$ cat config.mk
export PLATFORM = sky130hd
export DESIGN_NAME = counter_run_pause_sched_flat
export DESIGN_NICKNAME = d
export VERILOG_FILES = /design/src/rtl/counter_run_pause_sched_if.sv /design/src/rtl/counter_run_pause_sched.sv /design/src/flat_wrapper.sv
export SDC_FILE = /design/constraint.sdc
export NUM_CORES = 1
export LEC_CHECK = 0
export ABC_CLOCK_PERIOD_IN_PS = 3400
export BUFFER_PORTS_ARGS = -buffer_cell sky130_fd_sc_hd__buf_4
export CORE_ASPECT_RATIO = 0.6
export CORE_UTILIZATION = 43
export CTS_CLUSTER_SIZE = 8
export DETAILED_ROUTE_END_ITERATION = 8
export PLACE_DENSITY = 0.75
export RECOVER_POWER = 100
export SLEW_MARGIN = 5
export SYNTH_ARGS = -nofsm -noshare
export SYNTH_HDL_FRONTEND = slang
export SYNTH_SLANG_ARGS = --single-unit
$ cat constraint.sdc
create_clock -name clk -period 3.4 [get_ports clk]
set_input_delay 0.34 -clock clk [delete_from_list [all_inputs] [get_ports clk]]
set_output_delay 0.34 -clock clk [all_outputs]
set_load 0.01 [all_outputs]
$ cat src/rtl/counter_run_pause_sched_if.sv
// Control/status bundle between the top-level sequencer control and the
// run/pause counter scheduler.
interface counter_run_pause_sched_if;
    logic       start;
    logic       stop;
    logic       cfg_load;
    logic [3:0] cfg_run;
    logic [3:0] cfg_pause;
    logic [3:0] cfg_grp;
    logic       cfg_ack;
    logic       cfg_err;
    logic       oe;
    logic       parity;
    logic [3:0] q;
    logic       busy;

    modport master (
        output start, stop, cfg_load, cfg_run, cfg_pause, cfg_grp,
        input  cfg_ack, cfg_err, oe, parity, q, busy
    );

    modport slave (
        input  start, stop, cfg_load, cfg_run, cfg_pause, cfg_grp,
        output cfg_ack, cfg_err, oe, parity, q, busy
    );
endinterface

$ cat src/rtl/counter_run_pause_sched.sv
// Run/pause scheduler for a 4-bit counter: alternates enabled RUN bursts with
// held PAUSE gaps while stepping through interleaved even/odd count groups.
module counter_run_pause_sched #(
    parameter logic [3:0] RUN_DEF   = 4'd3,
    parameter logic [3:0] PAUSE_DEF = 4'd2,
    parameter logic [3:0] GRP_DEF   = 4'd3
) (
    input  logic                           clk,
    input  logic                           reset,
    counter_run_pause_sched_if.slave       bus
);

    typedef enum logic [1:0] {
        ST_IDLE  = 2'd0,
        ST_RUN   = 2'd1,
        ST_PAUSE = 2'd2
    } state_t;

    state_t     state_r;
    state_t     state_nxt_s;

    logic [3:0] q_r;
    logic       parity_r;
    logic [3:0] grp_cnt_r;
    logic [3:0] run_cnt_r;
    logic [3:0] pause_cnt_r;
    logic [3:0] run_len_r;
    logic [3:0] pause_len_r;
    logic [3:0] grp_len_r;
    logic       cfg_ack_r;
    logic       cfg_err_r;

    logic       oe_s;
    logic       busy_s;
    logic       run_done_s;
    logic       pause_done_s;
    logic       grp_done_s;
    logic       cfg_take_s;

    // Zero-length runs and groups would never terminate, so they collapse to one.
    function automatic logic [3:0] clamp_min1(input logic [3:0] v);
        return (v == 4'd0) ? 4'd1 : v;
    endfunction

    assign run_done_s   = (run_cnt_r == run_len_r);
    assign pause_done_s = (pause_cnt_r == pause_len_r);
    assign grp_done_s   = (grp_cnt_r == grp_len_r);
    assign cfg_take_s   = (state_r == ST_IDLE) && !bus.stop && bus.cfg_load;

    // State register.
    always_ff @(posedge clk or negedge reset) begin
        if (!reset) begin
            state_r <= ST_IDLE;
        end else begin
            state_r <= state_nxt_s;
        end
    end

    // Next-state selection; stop always wins, cfg_load in IDLE masks start.
    always_comb begin
        state_nxt_s = state_r;
        case (state_r)
            ST_IDLE: begin
                if (bus.stop) begin
                    state_nxt_s = ST_IDLE;
                end else if (bus.cfg_load) begin
                    state_nxt_s = ST_IDLE;
                end else if (bus.start) begin
                    state_nxt_s = ST_RUN;
                end else begin
                    state_nxt_s = ST_IDLE;
                end
            end
            ST_RUN: begin
                if (bus.stop) begin
                    state_nxt_s = ST_IDLE;
                end else if (run_done_s && (pause_len_r == 4'd0)) begin
                    state_nxt_s = ST_RUN;
                end else if (run_done_s) begin
                    state_nxt_s = ST_PAUSE;
                end else begin
                    state_nxt_s = ST_RUN;
                end
            end
            ST_PAUSE: begin
                if (bus.stop) begin
                    state_nxt_s = ST_IDLE;
                end else if (pause_done_s) begin
                    state_nxt_s = ST_RUN;
                end else begin
                    state_nxt_s = ST_PAUSE;
                end
            end
            default: begin
                state_nxt_s = ST_IDLE;
            end
        endcase
    end

    // Moore output decode from the registered state.
    always_comb begin
        oe_s   = 1'b0;
        busy_s = 1'b0;
        case (state_r)
            ST_RUN: begin
                oe_s   = 1'b1;
                busy_s = 1'b1;
            end
            ST_PAUSE: begin
                oe_s   = 1'b0;
                busy_s = 1'b1;
            end
            default: begin
                oe_s   = 1'b0;
                busy_s = 1'b0;
            end
        endcase
    end

    // Counter datapath, phase counters, configuration and handshake pulses.
    always_ff @(posedge clk or negedge reset) begin
        if (!reset) begin
            q_r         <= 4'd0;
            parity_r    <= 1'b0;
            grp_cnt_r   <= 4'd1;
            run_cnt_r   <= 4'd1;
            pause_cnt_r <= 4'd1;
            run_len_r   <= clamp_min1(RUN_DEF);
            pause_len_r <= PAUSE_DEF;
            grp_len_r   <= clamp_min1(GRP_DEF);
            cfg_ack_r   <= 1'b0;
            cfg_err_r   <= 1'b0;
        end else begin
            cfg_ack_r <= cfg_take_s;
            cfg_err_r <= bus.cfg_load && (state_r != ST_IDLE);
            case (state_r)
                ST_IDLE: begin
                    if (cfg_take_s) begin
                        run_len_r   <= clamp_min1(bus.cfg_run);
                        pause_len_r <= bus.cfg_pause;
                        grp_len_r   <= clamp_min1(bus.cfg_grp);
                        q_r         <= 4'd0;
                        parity_r    <= 1'b0;
                        grp_cnt_r   <= 4'd1;
                    end else if (!bus.stop && bus.start) begin
                        run_cnt_r <= 4'd1;
                    end
                end
                ST_RUN: begin
                    // The group step happens even on the cycle stop is seen.
                    if (grp_done_s) begin
                        q_r       <= q_r + 4'd1;
                        parity_r  <= ~parity_r;
                        grp_cnt_r <= 4'd1;
                    end else begin
                        q_r       <= q_r + 4'd2;
                        grp_cnt_r <= grp_cnt_r + 4'd1;
                    end
                    if (!bus.stop) begin
                        if (run_done_s) begin
                            run_cnt_r   <= 4'd1;
                            pause_cnt_r <= 4'd1;
                        end else begin
                            run_cnt_r <= run_cnt_r + 4'd1;
                        end
                    end
                end
                ST_PAUSE: begin
                    if (!bus.stop) begin
                        if (pause_done_s) begin
                            run_cnt_r <= 4'd1;
                        end else begin
                            pause_cnt_r <= pause_cnt_r + 4'd1;
                        end
                    end
                end
                default: begin
                    q_r <= q_r;
                end
            endcase
        end
    end

    assign bus.q       = q_r;
    assign bus.parity  = parity_r;
    assign bus.cfg_ack = cfg_ack_r;
    assign bus.cfg_err = cfg_err_r;
    assign bus.oe      = oe_s;
    assign bus.busy    = busy_s;

endmodule

$ cat src/flat_wrapper.sv
// flat-port wrapper written by rule: the top's interface ports become plain ports
module counter_run_pause_sched_flat 
#(
    parameter logic [3:0] RUN_DEF   = 4'd3,
    parameter logic [3:0] PAUSE_DEF = 4'd2,
    parameter logic [3:0] GRP_DEF   = 4'd3
)
  (clk, reset, bus_start, bus_stop, bus_cfg_load, bus_cfg_run, bus_cfg_pause, bus_cfg_grp, bus_cfg_ack, bus_cfg_err, bus_oe, bus_parity, bus_q, bus_busy);
  counter_run_pause_sched_if bus_i ();
  input  logic clk;
  input  logic reset;
  input wire logic [$bits(bus_i.start)-1:0] bus_start;
  input wire logic [$bits(bus_i.stop)-1:0] bus_stop;
  input wire logic [$bits(bus_i.cfg_load)-1:0] bus_cfg_load;
  input wire logic [$bits(bus_i.cfg_run)-1:0] bus_cfg_run;
  input wire logic [$bits(bus_i.cfg_pause)-1:0] bus_cfg_pause;
  input wire logic [$bits(bus_i.cfg_grp)-1:0] bus_cfg_grp;
  output wire logic [$bits(bus_i.cfg_ack)-1:0] bus_cfg_ack;
  output wire logic [$bits(bus_i.cfg_err)-1:0] bus_cfg_err;
  output wire logic [$bits(bus_i.oe)-1:0] bus_oe;
  output wire logic [$bits(bus_i.parity)-1:0] bus_parity;
  output wire logic [$bits(bus_i.q)-1:0] bus_q;
  output wire logic [$bits(bus_i.busy)-1:0] bus_busy;
  assign bus_i.start = bus_start;
  assign bus_i.stop = bus_stop;
  assign bus_i.cfg_load = bus_cfg_load;
  assign bus_i.cfg_run = bus_cfg_run;
  assign bus_i.cfg_pause = bus_cfg_pause;
  assign bus_i.cfg_grp = bus_cfg_grp;
  assign bus_cfg_ack = bus_i.cfg_ack;
  assign bus_cfg_err = bus_i.cfg_err;
  assign bus_oe = bus_i.oe;
  assign bus_parity = bus_i.parity;
  assign bus_q = bus_i.q;
  assign bus_busy = bus_i.busy;
  counter_run_pause_sched #(.RUN_DEF(RUN_DEF), .PAUSE_DEF(PAUSE_DEF), .GRP_DEF(GRP_DEF)) u_core (.clk(clk), .reset(reset), .bus(bus_i));
endmodule
Word level (Yosys, flattened, before mapping)
Index checks and enable logic that the tools add are counted.

operators by class
  $add $sub $neg = 5
  equal/unequal tests = 14
  multiplexer cells = 34
  bitwise gates (word level) = 1
  reductions and logical operators = 20

operators by type and width
  operator             count
  $mux 4               16
  $pmux 4 s2           3
  $add 4x1->4 const B  4
  $mux 2               7
  $eq 4x4->1           3
  $logic_not 4->1      3
  $pmux 4 s3           1
  $ne 2x2->1 const B   5
  $ne 2x1->1 const B   4
  $pmux 2 s3           1
  $reduce_and 6->1     1
  $reduce_bool 2->1    3
  $logic_and 1x1->1    5
  $mux 1               5
  $reduce_and 5->1     1
  $add 4x2->4 const B  1
  $reduce_and 2->1     2
  $reduce_and 3->1     1
  $reduce_bool 3->1    1
  $eq 2x1->1 const B   1
  $eq 2x2->1 const B   1
  $logic_not 2->1      1
  $pmux 1 s2           1
  $reduce_or 2->1      1
  other kinds (2)      2

storage, ports and cells
  register bits = 33

Depth between registers and ports, before layout
Gate-level depths: netlist of run 1.

  word-level depth = 5
  mapped depth = 8
  mapped depth without buffers = 6

Least setup slack after synthesis of run 1
No wires, ideal clock.

  path kind = reg-to-reg
  start point = reg u_core.state_r[0]
  end point = reg u_core.run_cnt_r[2]
  library setup time = 0.128 ns
  arrival = 1.674 ns
  required time = 3.272 ns
  setup slack = 1.598 ns
  cell stages (with the launch flop) = 7
  buffers on the path = 0
  clock period less this slack = 1.802 ns
  cells stage by stage = dfrtp_1 > inv_1 > ha_1 > or3_4 > a221o_2 > a211oi_2 > o22ai_1

between the ends
  word-level cells in the longest chain between the ends = 5
  elaborated cells on any way between the ends = 13

RTL lines
  what                             line                                                           source
  start: declaration               counter_run_pause_sched.sv:19                                  state_t state_r;
  start signal: assignment         counter_run_pause_sched.sv:55                                  state_r <= state_nxt_s;
  $logic_not 2->1                  counter_run_pause_sched.sv:48, counter_run_pause_sched.sv:136
  $logic_and 1x1->1 (2 in series)  counter_run_pause_sched.sv:48                                  assign cfg_take_s = (state_r == ST_IDLE) && !bus.stop && bus.cfg_load;
  $ne 2x2->1 (no line)             --
  $reduce_and 6->1 (no line)       --
  end signal: assignment           counter_run_pause_sched.sv:164                                 run_cnt_r <= run_cnt_r + 4'd1;
  end: declaration                 counter_run_pause_sched.sv:25                                  logic [3:0] run_cnt_r;

Parallel ways exist; a longest one is shown, timed or not.
A chain may end at the register's enable or synchronous reset.

Worst setup path in the final report of run 1
  start point = reg u_core.state_r[0]
  end point = reg u_core.q_r[0], in the netlist u_core.bus.q[0]

between the ends
  word-level cells in the longest chain between the ends = 5
  elaborated cells on any way between the ends = 8

RTL lines
  what                             line                                                           source
  $logic_not 2->1                  counter_run_pause_sched.sv:48, counter_run_pause_sched.sv:136
  $logic_and 1x1->1 (2 in series)  counter_run_pause_sched.sv:48
  $ne 2x1->1 (no line)             --
  $reduce_and 2->1 (no line)       --
  end signal: assignment           counter_run_pause_sched.sv:152                                 q_r <= q_r + 4'd1;
  end signal: assignment           counter_run_pause_sched.sv:156                                 q_r <= q_r + 4'd2;
  end signal: assignment           counter_run_pause_sched.sv:178                                 q_r <= q_r;
  end: declaration                 counter_run_pause_sched.sv:22                                  logic [3:0] q_r;

Parallel ways exist; a longest one is shown, timed or not.

==> results.sh, run 1 <==
export IMPL_worstHoldPathType="in2reg"
export IMPL_drc=0
export IMPL_core_um2=4170
export IMPL_period_share_pct=67.2
export IMPL_status="finished, violations left"
export IMPL_ys_warn_count=0
export IMPL_worstPathCellList="inv_1 > ha_1 > nand3b_1 > clkbuf_1 > and2_0 > nand2_1 > o21ai_0"
export IMPL_syn_avg_cell_area_um2=10.0
export IMPL_drt_pass1_iterations=4
export IMPL_powerDensity_nw_per_um2=519
export IMPL_placement_io_buffers=25
export IMPL_grt_start_max_net_pins=34
export IMPL_nets=243
export IMPL_required_ns=3.60
export IMPL_end_kind="flip-flop"
export IMPL_vdd_ir_drop_max_v=0.000258
export IMPL_clkSinkCount=33
export IMPL_row_count=18
export IMPL_cp_max_fo=13
export IMPL_grt_pass1_vias=1368
export IMPL_grt_first_pass_wirelength_mm=6.73
export IMPL_max_stage_delay_ns=0.49
export IMPL_die_w_um=87.5
export IMPL_cpLargestDelayFamily="simple AND/OR/NAND/NOR gates"
export IMPL_clk_pin_slew_ns=0.07
export IMPL_slowest_stage="clkbuf_1"
export IMPL_fmax_mhz=438
export IMPL_synthesis_nets=214
export IMPL_antenna_found_initial=0
export IMPL_seqCellArea_um2=836
export IMPL_synth_area_um2=1890
export IMPL_synth_ff_type="dfrtp_1"
export IMPL_path_buf_inv=2
export IMPL_htreeDepth=2
export IMPL_placedCellCount=269
export IMPL_overflow=0
export IMPL_worstMarginPinSlew_ns=1.75
export IMPL_period_minus_slack_ns=2.28
export IMPL_root_buffer="clkbuf_8"
export IMPL_hpwl_mm=2.88
export IMPL_cts_tree="built"
export IMPL_initial_core_util_pct=45.3
export IMPL_grt_use_total_pct=19.6
export IMPL_ios=26
export IMPL_max_slew_margin_pct=-16.3
export IMPL_cp_arrival_ns=2.48
export IMPL_syn_inst=188
export IMPL_first_iter_violations=87
export IMPL_via_count=1465
export IMPL_finalNonFillerCells=278
export IMPL_postRouteAntennaNets=0
export IMPL_startpoint_type="flip-flop"
export IMPL_vias_per_cell=5.27
export IMPL_maxCapViolCount=1
export IMPL_fillers=407
export IMPL_clock_path_buffers=2
export IMPL_wl_mm=3.87
export IMPL_violations="capacitance limit, slew limit"
export IMPL_cts_inserted_buffers=5
export IMPL_tns_ns=0
export IMPL_clock_latency_ns=0.29
export IMPL_drv_slew=34
export IMPL_drive_above_1_share_pct=19.7
export IMPL_cts_resized=0
export IMPL_async_flop_share_pct=100
export IMPL_rsz0062_at_grt="no"
export IMPL_antennaDiodeCount=0
export IMPL_gp_congestion=0.819
export IMPL_finalSetupViolations=0
export IMPL_syn_to_final_growth_pct=15.4
export IMPL_die_h_um=53.3
export IMPL_fin_skew_ns=0.00714
export IMPL_final_common_cell="nand2_1"
export IMPL_hold_viol_final=0
export IMPL_ys_ff_latch=33
export IMPL_synth_seq_area_share_pct=44.3
export IMPL_synth_edf_count=0
export IMPL_mostFrequentLayoutCells="nand2_1, dfrtp_1, o21ai_0, buf_4"
export IMPL_ys_types=47
export IMPL_worstSetupPathType="reg2reg"
export IMPL_dieArea_um2=4670
export IMPL_wl_per_cell_um=13.9
export IMPL_power_leakage_nw=0.943
export IMPL_multiInputGateArea_um2=972
[worst min-delay path, cell delays in order]
cell     delay, ns
buf_4         0.08
nand2_1       0.04
nand2_1       0.05
[power breakdown]
group	total [W]	internal (W)	switching [W]
combinational	0.000293	0.000138	0.000154
clock	0.000295	0.000141	0.000153
sequential	0.000543	0.000473	0.0000702
total	0.00113	0.000752	0.000378
[timing repair]
| item | CTS | global route |
|---|---|---|
| setup endpoints to repair | 0 | 0 |
| hold buffers | 1 | 0 |
| endpoints found under the hold margin | 25 | 0 |
| buffers inserted | 0 | 0 |
[cell type report]
class / count / share of cell area, %
Tap cell: 60 / 3.45
Sequential cell: 33 / 38.4
Clock inverter: 3 / 0.804
Timing Repair Buffer: 28 / 7.70
Inverter: 11 / 1.90
Multi-Input combinational cell: 138 / 44.6
Clock buffer: 5 / 3.16
[layer usage]
layer  vias to the layer above  wire length, um  track usage, %
met5                         -                0               0
met4                         0               68            8.20
met3                         8              251            5.62
met2                        42             1400            25.0
met1                       680             2160            29.7
li1                        735                -               -
[kinds of logic after synthesis]
family / synth area share (%)
xor+xnor: 5.57
compound gates: 16.8
simple gates: 17.1
mux: 6.56
fa+ha+maj: 5.96
flops: 44.3
buf+inv: 3.78
[through the flow]
step / cell area, um^2 / setup slack [ns] / power, W / hold slack [ns] / utilization, %
global placement: 2140 / 1.44 / 0.000853 / 0.307 / 51.3
detailed placement: 2140 / 1.33 / 0.000861 / 0.310 / 51.3
global route: 2180 / 0.885 / 0.00121 / 0.246 / 52.3
floorplan: 1890 / 1.60 / 0.000758 / 0.0444 / -
finish: 2180 / 1.12 / 0.00113 / 0.236 / 52.3
CTS: 2230 / 1.32 / 0.00116 / 0.232 / 53.6
[state kept, by name (all words and copies together) (netlist names)]
signal and count:
u_core.run_len_r 4, u_core.bus.q 4, u_core.run_cnt_r 4, u_core.bus.cfg_err 1, u_core.pause_cnt_r 4, u_core.pause_len_r 4, u_core.grp_len_r 4, u_core.grp_cnt_r 4
u_core.bus.cfg_ack 1, u_core.state_r 2, u_core.bus.parity 1
[Yosys cell counts (2+ instances only)]
library cell	n	area share, %
dfrtp_1	25	33
nor2b_1	4	1.3
o22ai_1	2	0.66
mux2i_1	3	1.6
nor2_1	4	0.79
dfstp_2	8	11
o21ai_0	15	4.0
nand2_1	28	5.6
or3_1	2	0.66
ha_1	9	6.0
or4_1	2	0.79
buf_2	3	0.79
o211ai_1	2	0.79
nor3_1	3	0.79
nand4_1	2	0.66
inv_1	11	2.2
nand3_1	6	1.6
xnor2_1	12	5.6
a41oi_1	2	0.93
mux2_2	7	4.2
o21a_1	2	0.79
a211oi_1	3	1.2
a21oi_1	5	1.3
clkbuf_1	2	0.40
nand2b_1	2	0.66
a32o_1	2	1.1
and4_1	2	0.93
[path summary, 6_finish.rpt]
| check | from | to | slack (ns) | cells past startpoint |
|---|---|---|---|---|
| min in group asynchronous | reset | u_core.bus.cfg_err | 1.05 | 2 |
| min reg2reg | u_core.pause_len_r[1] | u_core.pause_len_r[1] | 0.49 | 2 |
| max in group asynchronous | reset | u_core.pause_cnt_r[2] | 1.34 | 2 |
| min | bus_cfg_pause[3] | u_core.pause_len_r[3] | 0.24 | 3 |
| max | u_core.state_r[0] | u_core.bus.q[0] | 1.12 | 7 |
| max reg2reg | u_core.state_r[0] | u_core.bus.q[0] | 1.12 | 7 |
No activity file was read; power rests on OpenSTA's default activity.
==> run 2, diff against run 1 <==
--- a/config.mk
+++ b/config.mk
@@ -5,13 +5,13 @@
 export SDC_FILE = /design/constraint.sdc
 export NUM_CORES = 1
 export LEC_CHECK = 0
-export ABC_CLOCK_PERIOD_IN_PS = 3400
+export ABC_CLOCK_PERIOD_IN_PS = 2029
 export BUFFER_PORTS_ARGS = -buffer_cell sky130_fd_sc_hd__buf_4
 export CORE_ASPECT_RATIO = 0.6
 export CORE_UTILIZATION = 43
 export CTS_CLUSTER_SIZE = 8
 export DETAILED_ROUTE_END_ITERATION = 8
-export PLACE_DENSITY = 0.75
+export PLACE_DENSITY = 0.77
 export RECOVER_POWER = 100
 export SLEW_MARGIN = 5
 export SYNTH_ARGS = -nofsm -noshare
==> constraint.sdc (replaced) <==
create_clock -name clk -period 2.03 [get_ports clk]
set_input_delay 0.203 -clock clk [delete_from_list [all_inputs] [get_ports clk]]
set_output_delay 0.203 -clock clk [all_outputs]
set_load 0.01 [all_outputs]
==> results.sh, run 2 (synthesis results as in run 1) <==
export IMPL_worstHoldPathType="in2reg"
export IMPL_end_kind="flip-flop"
export IMPL_tns_ns=0
export IMPL_max_stage_delay_ns=0.40
export IMPL_antenna_found_initial=0
export IMPL_fmax_mhz=522
export IMPL_wl_per_cell_um=14.0
export IMPL_grt_pass1_vias=1365
export IMPL_initial_core_util_pct=45.3
export IMPL_cts_setup_buffers=0
export IMPL_vias_per_cell=5.18
export IMPL_setup_worst_path_start="u_core.state_r[0]"
export IMPL_gp_congestion=0.793
export IMPL_worstPathCellList="inv_1 > ha_2 > or3_4 > a221o_2 > a211oi_2 > o22ai_1"
export IMPL_cts_tree="built"
export IMPL_clock_latency_ns=0.29
export IMPL_antennaDiodeCount=0
export IMPL_via_count=1462
export IMPL_period_share_pct=94.3
export IMPL_worstMarginPinSlew_ns=0.812
export IMPL_clock_path_buffers=2
export IMPL_grt_first_pass_wirelength_mm=6.55
export IMPL_drt_pass1_iterations=4
export IMPL_ff2ff_setup_slack_ns=0.12
export IMPL_crit_end="u_core.run_cnt_r[2]"
export IMPL_first_iter_violations=87
export IMPL_clk_pin_slew_ns=0.07
export IMPL_required_ns=2.19
export IMPL_fillers=397
export IMPL_mostFrequentLayoutCells="nand2_1, dfrtp_1, buf_4, o21ai_0"
export IMPL_postRouteAntennaNets=0
export IMPL_ios=26
export IMPL_clkSinkCount=33
export IMPL_final_common_cell="nand2_1"
export IMPL_core_um2=4170
export IMPL_dieArea_um2=4670
export IMPL_root_buffer="clkbuf_8"
export IMPL_die_w_um=87.5
export IMPL_grt_start_max_net_pins=34
export IMPL_cp_max_fo=7
export IMPL_row_count=18
export IMPL_drive_above_1_share_pct=22.1
export IMPL_powerDensity_nw_per_um2=871
export IMPL_nets=247
export IMPL_htreeDepth=2
export IMPL_cts_inserted_buffers=5
export IMPL_die_h_um=53.3
export IMPL_startpoint_type="flip-flop"
export IMPL_hpwl_mm=2.92
export IMPL_worstSetupPathType="reg2reg"
export IMPL_wl_mm=3.94
export IMPL_power_leakage_nw=0.969
export IMPL_drv_slew=0
export IMPL_grt_use_total_pct=19.3
export IMPL_timing_rr_start="u_core.state_r[0]"
export IMPL_rsz0062_at_grt="no"
export IMPL_maxCapViolCount=0
export IMPL_cp_arrival_ns=2.08
export IMPL_status="finished clean"
export IMPL_r2r_end="u_core.run_cnt_r[2]"
export IMPL_vdd_ir_drop_max_v=0.000386
export IMPL_fin_skew_ns=0.00802
export IMPL_slowest_stage="or3_4"
export IMPL_period_minus_slack_ns=1.91
export IMPL_finalSetupViolations=0
export IMPL_syn_to_final_growth_pct=17.6
export IMPL_placement_io_buffers=25
export IMPL_hold_viol_final=0
export IMPL_drc=0
export IMPL_max_slew_margin_pct=45.8
export IMPL_overflow=0
export IMPL_fin_worst_hold_slack_ns=0.108
export IMPL_r2r_cells=6
[run 2: cell count changes in the layout (fill, tap and decap cells not counted), sizes merged]
cell      before  now
buf           15   19
clkbuf        17   20
clkinv         2    0
clkinvlp       1    0
[run 2: worst min-delay path by stage]
stage                     startpoint                    end  slack, ns  cells past startpoint
floorplan                      reset     u_core.bus.cfg_ack      -0.09                      0
global placement               reset  u_core.pause_cnt_r[2]       0.17                      1
detailed placement             reset  u_core.pause_cnt_r[3]       0.17                      1
CTS                 bus_cfg_pause[1]  u_core.pause_len_r[1]       0.11                      3
global route        bus_cfg_pause[1]  u_core.pause_len_r[1]       0.11                      3
finish              bus_cfg_pause[3]  u_core.pause_len_r[3]       0.11                      3
[run 2: worst max-delay path: cells and delay by family (launching register included)]
family                     cells  cell delay, ns
DFF                            1            0.39
and+or+nand+nor                1            0.40
AOI/OAI and AO/OA              3            0.68
buffers and inverters          1            0.09
adders and majority gates      1            0.23
[run 2: metrics by stage]
step | utilization [%] | total power, W | instance area (um^2) | std cells | worst slack, ns
final | 53.3 | 0.00193 | 2220 | 282 | 0.115
after global routing | 53.3 | 0.00207 | 2220 | 282 | 0.00345
after CTS | 54.4 | 0.00198 | 2270 | 282 | 0.0550
after detailed placement | 52.0 | 0.00146 | 2170 | 273 | 0.0700
after global placement | 52.0 | 0.00144 | 2170 | 273 | 0.156
after floorplan | - | 0.00127 | 1890 | 188 | 0.228
[run 2: routing by layer]
metal | global-route usage, % | share of wire (%)
met5 | 0 | 0
met4 | 5.74 | 0.86
met3 | 5.30 | 5.0
met2 | 25.9 | 38
met1 | 29.2 | 56
[run 2: power breakdown]
| part | total, W | switching, W | leakage (nW) | internal, W |
|---|---|---|---|---|
| Combinational | 0.000512 | 0.000263 | 0.509 | 0.000249 |
| Clock | 0.000515 | 0.000239 | 0.0455 | 0.000277 |
| Sequential | 0.000905 | 0.000115 | 0.415 | 0.000791 |
[run 2: layout make-up]
| class | instances | area (um^2) | area share, % |
|---|---|---|---|
| Multi-Input combinational cell | 138 | 980 | 44.1 |
| Sequential cell | 33 | 836 | 37.7 |
| Timing Repair Buffer | 32 | 198 | 8.91 |
| Clock buffer | 8 | 90.1 | 4.06 |
| Tap cell | 60 | 75.1 | 3.38 |
| Inverter | 11 | 41.3 | 1.86 |
[run 2: what timing repair did]
item	CTS	global route
hold endpoints to repair	25	0
setup endpoints to repair	0	3
hold buffers	1	0
resized for setup	0	2
